### config.mk
export PLATFORM = sky130hd
export DESIGN_NAME = demux4_fifo
export DESIGN_NICKNAME = d
export VERILOG_FILES = /design/src/rtl/demux4_fifo.sv
export SDC_FILE = /design/constraint.sdc
export NUM_CORES = 1
export LEC_CHECK = 0
export CAP_MARGIN = 20
export CORE_ASPECT_RATIO = 1.1
export CORE_UTILIZATION = 58
export DETAILED_ROUTE_END_ITERATION = 16
export PLACE_DENSITY = 0.85
export REMOVE_ABC_BUFFERS = 1
export SYNTH_ARGS = -nofsm -noshare
export SYNTH_HDL_FRONTEND = slang
export SYNTH_SLANG_ARGS = --single-unit
export TNS_END_PERCENT = 1
### constraint.sdc
create_clock -name clk -period 2.9 [get_ports clk]
set_input_delay 0.87 -clock clk [delete_from_list [all_inputs] [get_ports clk]]
set_output_delay 0.87 -clock clk [all_outputs]
set_load 0.05 [all_outputs]
### src/rtl/demux4_fifo.sv
// ============================================================================
// demux4_fifo : one 16-bit producer stream routed to four buffered channels
// Revision    : 1.0 - initial release
// ============================================================================
`default_nettype none

module demux4_fifo #(
  parameter int WIDTH = 16,
  parameter int DEPTH = 2
) (
  input  logic                     clk,
  input  logic                     rst_n,
  input  logic                     in_valid,
  output logic                     in_ready,
  input  logic [WIDTH-1:0]         in_data,
  input  logic [1:0]               s,
  output logic [WIDTH-1:0]         out1,
  output logic [WIDTH-1:0]         out2,
  output logic [WIDTH-1:0]         out3,
  output logic [WIDTH-1:0]         out4,
  output logic [3:0]               out_valid,
  input  logic [3:0]               out_ready,
  output logic [$clog2(DEPTH):0]   count1,
  output logic [$clog2(DEPTH):0]   count2,
  output logic [$clog2(DEPTH):0]   count3,
  output logic [$clog2(DEPTH):0]   count4
);

  localparam int PW = $clog2(DEPTH);
  localparam int CW = PW + 1;
  localparam logic [CW-1:0] C_FULL = CW'(DEPTH);

  logic [3:0]         w_full;
  logic [4*WIDTH-1:0] w_head_flat;
  logic [4*CW-1:0]    w_cnt_flat;

  // in_ready depends only on s and registered occupancy, never on out_ready.
  assign in_ready = ~w_full[s];

  generate
    for (genvar k = 0; k < 4; k++) begin : g_ch
      logic [WIDTH-1:0] r_mem [DEPTH];
      logic [PW-1:0]    r_wptr;
      logic [PW-1:0]    r_rptr;
      logic [CW-1:0]    r_cnt;
      logic             w_push;
      logic             w_pop;

      assign w_push = in_valid && !w_full[s] && (s == 2'(k));
      assign w_pop  = (r_cnt != '0) && out_ready[k];

      always_ff @(posedge clk or negedge rst_n) begin
        if (!rst_n) begin
          for (int i = 0; i < DEPTH; i++) begin
            r_mem[i] <= '0;
          end
          r_wptr <= '0;
          r_rptr <= '0;
          r_cnt  <= '0;
        end else begin
          if (w_push) begin
            r_mem[r_wptr] <= in_data;
            r_wptr        <= r_wptr + 1'b1;
          end
          if (w_pop) begin
            r_rptr <= r_rptr + 1'b1;
          end
          if (w_push && !w_pop) begin
            r_cnt <= r_cnt + 1'b1;
          end else if (w_pop && !w_push) begin
            r_cnt <= r_cnt - 1'b1;
          end
        end
      end

      assign w_full[k]                     = (r_cnt == C_FULL);
      assign out_valid[k]                  = (r_cnt != '0);
      assign w_head_flat[k*WIDTH +: WIDTH] = r_mem[r_rptr];
      assign w_cnt_flat[k*CW +: CW]        = r_cnt;
    end
  endgenerate

  assign out1   = w_head_flat[0*WIDTH +: WIDTH];
  assign out2   = w_head_flat[1*WIDTH +: WIDTH];
  assign out3   = w_head_flat[2*WIDTH +: WIDTH];
  assign out4   = w_head_flat[3*WIDTH +: WIDTH];
  assign count1 = w_cnt_flat[0*CW +: CW];
  assign count2 = w_cnt_flat[1*CW +: CW];
  assign count3 = w_cnt_flat[2*CW +: CW];
  assign count4 = w_cnt_flat[3*CW +: CW];

endmodule

`default_nettype wire
## Word-level counts from Yosys, hierarchy flattened

Index checks and enable logic that the tools add are counted.

| operators by class | value |
|---|---|
| add/subtract/negate cells | 16 |
| order comparisons | 13 |
| equal/unequal tests | 7 |
| multiplexer cells | 34 |
| bitwise gates (word level) | 9 |
| reduce and logical (&&, ||, !) cells | 39 |

Operator list:

| operator | number |
|---|---|
| 16-bit two-way mux | 16 |
| 32-bit bitwise mux | 4 |
| 16-bit demux with 1-bit select | 4 |
| 1-bit logical AND | 21 |
| 2-bit greater-or-equal comparator, second input constant | 8 |
| 2-bit two-way mux | 8 |
| 1-bit NOT with 2-bit output | 8 |
| 2-bit nonzero test | 8 |
| 2-bit equality test, second input constant | 6 |
| 1-bit zero test | 9 |
| 1-bit adder, second input constant | 8 |
| 2-bit by 1-bit adder with 2-bit output, second input constant | 4 |
| 2-bit by 1-bit less-than comparator with 1-bit output, second input constant | 4 |
| 2-bit by 1-bit subtractor with 2-bit output, second input constant | 4 |
| 2-bit by 3-bit less-than comparator with 1-bit output, second input constant | 1 |
| 1-bit binary-select mux with 2-bit select | 1 |
| 2-bit by 1-bit equality test with 1-bit output, second input constant | 1 |
| 2-bit zero test | 1 |
| 1-bit two-way mux | 1 |
| 1-bit NOT | 1 |

| storage, ports and cells | value |
|---|---|
| register bits | 144 |
| input bits | 25 |
| output and inout port bits | 77 |
| word-level logic and storage cells | 138 |

## Longest topological paths before layout

| depth | value |
|---|---|
| word-level depth | 10 |
| gate-level depth with buffers | 7 |
| depth with buffers taken out | 6 |

## Worst setup path before layout

No wires, ideal clock.

| timing | value |
|---|---|
| kind | input to output |
| start point | input s[0] |
| end point | output in_ready |
| arrival | 2162 ps |
| data required time | 2030 ps |
| slack | -132 ps |
| stages | 3 |
| buffers on the path | 1 |
| cell sequence | buf_4 -> mux2_2 -> mux2i_1 |

| between the ends | value |
|---|---|
| cells in the longest elaborated chain, start to end | 3 |

Ends and longest elaborated chain:

| item | RTL line | source |
|---|---|---|
| from (decl) | 16 | `input logic [1:0] s,` |
| 1-bit binary-select mux with 2-bit select | 38 | `assign in_ready = ~w_full[s];` |
| 1-bit two-way mux (implied by the code) | 38 |  |
| 1-bit NOT | 38 |  |
| to (decl) | 14 | `output logic in_ready,` |

Every way passes these cells. The select of a mux whose other input is x is not followed.

## Worst setup path after layout

Ends and elaborated chain as after synthesis.

==> metrics.txt <==
count of H-tree levels built during CTS 4; overall die area 11500 µm²; worst hold slack ~0.39 ns; average footprint of a synthesized cell 15.4 µm²; maximum number of pins on one net before global-route repair 75; I/O pins approximately 100; class of the tightest hold or removal check in -> async; vias in the first global route around 4400; register bit count reported by yosys between 100 and 150; Cells after Synth 415; average detailed-routed wire length per instance 20.7 µm; number of fill cells 618; number of slew-limit violations in the final report 0; first-pass GRT wire length between 20 and 25 mm; Post-DRT Antenna Nets 0; peak fanout along the critical path 2; width of the chip 102 µm; master of the slowest instance on the critical path sky130_fd_sc_hd__mux2_2; crit-path max cell delay roughly 0.35 ns; number of max-capacitance violations reported 0; Setup Crit Path Kind in -> out; chip height around 110 µm; wire length reported by the detailed router between 10 and 15 mm; number of antenna violations at the first check in global routing 0; remaining max-slew budget at the tightest pin 0.661; Startpoint Class input port; fraction of final layout cells sized beyond drive strength 1 0.585; setup repair after global routing missed its margin no; area growth from synthesis to final layout 28.2%; outcome finished clean; sequential share of the synthesized area 0.563; input/output buffers a little over 100; most frequently used flop master after synthesis sky130_fd_sc_hd__dfrtp_1; Post-route DRC 0; cells along the critical path dlygate4sd2_1 > mux2_2 > mux2i_1 > buf_4 > buf_12; flip-flop and latch area 3600 µm²; Final Setup Violations 0; Reg clk slew, reported paths 0.06 ns; Total Routing Usage GR 0.270; warnings from Yosys 0; top cells by area, synth sky130_fd_sc_hd__dfrtp_1, sky130_fd_sc_hd__mux2_2, sky130_fd_sc_hd__mux2_4, sky130_fd_sc_hd__xor2_1, sky130_fd_sc_hd__xnor2_1; row count 39; clock buffer count from CTS 17; aggregate global routing overflow 0; fraction of post-synthesis cell area in the top cell type by area 0.563; minimum clock period 2.75 ns; number of enable-type register cells in the synthesized netlist 0; Final Cycle Share 0.949; area of the multi-input gates around 2700 µm²; endpoint required time on the critical path roughly 2.0 ns; iteration-0 DRC count of the detailed router between 100 and 150; number of antenna repair diodes 0; post-DP HPWL roughly 9.5 mm; via count of the routed design just under 4000; maximum clock rate 0.363 GHz; fraction of synthesis flops using an asynchronous set or reset pin 1.00; element type at the critical path end output port; length of the first detailed-routing pass in iterations 4; insertion delay of the later-clocked pin in the worst-skew pair about 0.40 ns; kind of cell adding the most delay to the critical path buffers and inverters; worst clock skew between 0.005 and 0.006 ns; Root Driver sky130_fd_sc_hd__clkbuf_16; number of failing hold endpoints at the final stage 0; endpoint arrival time on the critical path 1.88 ns; initial standard-cell utilization of the core 0.605; Buf/Inv on CP 3; post-detailed-route via-to-cell ratio ~5.6; net total in the final layout approximately 570; cell with the most instances after synthesis sky130_fd_sc_hd__mux2_2; number of distinct standard cells referenced by the synthesized netlist 29; core area 10600 µm²; most frequent cells after synthesis sky130_fd_sc_hd__mux2_2, sky130_fd_sc_hd__dfrtp_1, sky130_fd_sc_hd__xor2_1; clock tree from TritonCTS done; Max Buffers Root-to-Sink 2; dominant cell type by area after synthesis sky130_fd_sc_hd__dfrtp_1; TritonCTS sink count around 140; mapped cell area between 6000 and 7000 µm²; slew at the pin closest to its max-slew limit slightly above 0.5 ns; RePlAce Congestion 0.770
[through the flow]
| stage | util | cells | setup slack (ns) | area, µm² | TNS [ns] |
|---|---|---|---|---|---|
| after floorplan | - | 395 | 0.0360 | 6290 | 0 |
| after global placement | 0.715 | 666 | -0.0925 | 7570 | -0.0925 |
| after detailed placement | 0.715 | 666 | -0.0915 | 7570 | -0.0915 |
| after CTS | 0.776 | 697 | 0.143 | 8210 | 0 |
| after global routing | 0.776 | 697 | 0.0868 | 8210 | 0 |
| final | 0.776 | 697 | 0.148 | 8210 | 0 |
[state kept, by name, summed over array words and instances, names as in the netlist]
name         count
g_ch.r_mem     128
count3           2
count4           2
count1           2
g_ch.r_rptr      4
count2           2
g_ch.r_wptr      4
[routing by layer]
layer / vias to the layer above / wire, µm / global-route usage / part of all wire
li1: 1741 / - / - / -
met1: 2059 / 6100 / 0.347 / 0.42
met2: 114 / 7430 / 0.452 / 0.52
met3: 24 / 609 / 0.0592 / 0.042
met4: 0 / 261 / 0.0895 / 0.018
met5: - / 0 / 0 / 0
[timing repair]
action / 4_1_cts / 5_1_grt
endpoints found under the setup margin: 1 / 0
hold buffers: 0 / 0
setup buffers: 0 / 0
gates resized for setup: 1 / 0
[worst paths after layout]
| check | depth (start not counted) | slack, ns | startpoint | end |
|---|---|---|---|---|
| hold reg to reg | 1 | 0.50 | g_ch[3].r_mem[13] | g_ch[3].r_mem[13] |
| max in group asynchronous | 2 | 1.77 | rst_n | g_ch[1].r_mem[10] |
| min in group clk | 1 | 0.50 | g_ch[3].r_mem[13] | g_ch[3].r_mem[13] |
| setup / recovery | 5 | 0.15 | s[0] | in_ready |
| setup reg to reg | 4 | 1.11 | count3[1] | g_ch[2].r_mem[24] |
| hold / removal | 1 | 0.39 | rst_n | g_ch[0].r_mem[5] |
[final cells by class]
cell class	instances	area share
flip-flops and latches	144	0.439
multi-input cells	251	0.327
clock buffers	21	0.0561
clock inverters	10	0.0222
well taps	143	0.0218
repair buffers	128	0.134
[placed cells by master (no fill, tap or decap), drive strengths merged, types with 4 or more instances in the layout]
cell / Yosys / routed
mux2: 193 / 193
dfrtp: 144 / 144
buf: 14 / 93
clkdlybuf4s50: 0 / 34
clkbuf: 6 / 21
xor2: 12 / 12
xnor2: 8 / 8
nor2: 6 / 6
bufinv: 0 / 5
nand2: 5 / 5
or2: 4 / 4
ha: 4 / 4
clkinv: 0 / 4
[cells by family (layout without fill, tap and decap cells)]
family | count (synthesis) | count (layout) | share of synthesized area
muxes | 195 | 195 | 0.348
DFF | 144 | 144 | 0.563
and+or+nand+nor | 32 | 32 | 0.0355
xor gates and xnor gates | 20 | 20 | 0.0273
buffers and inverters | 20 | 159 | 0.0186
adders and majority gates | 4 | 4 | 0.00781
Power is left out: the tool's default activity adds up to more than one toggle a clock period on the data nets, which glitch-free logic cannot reach.
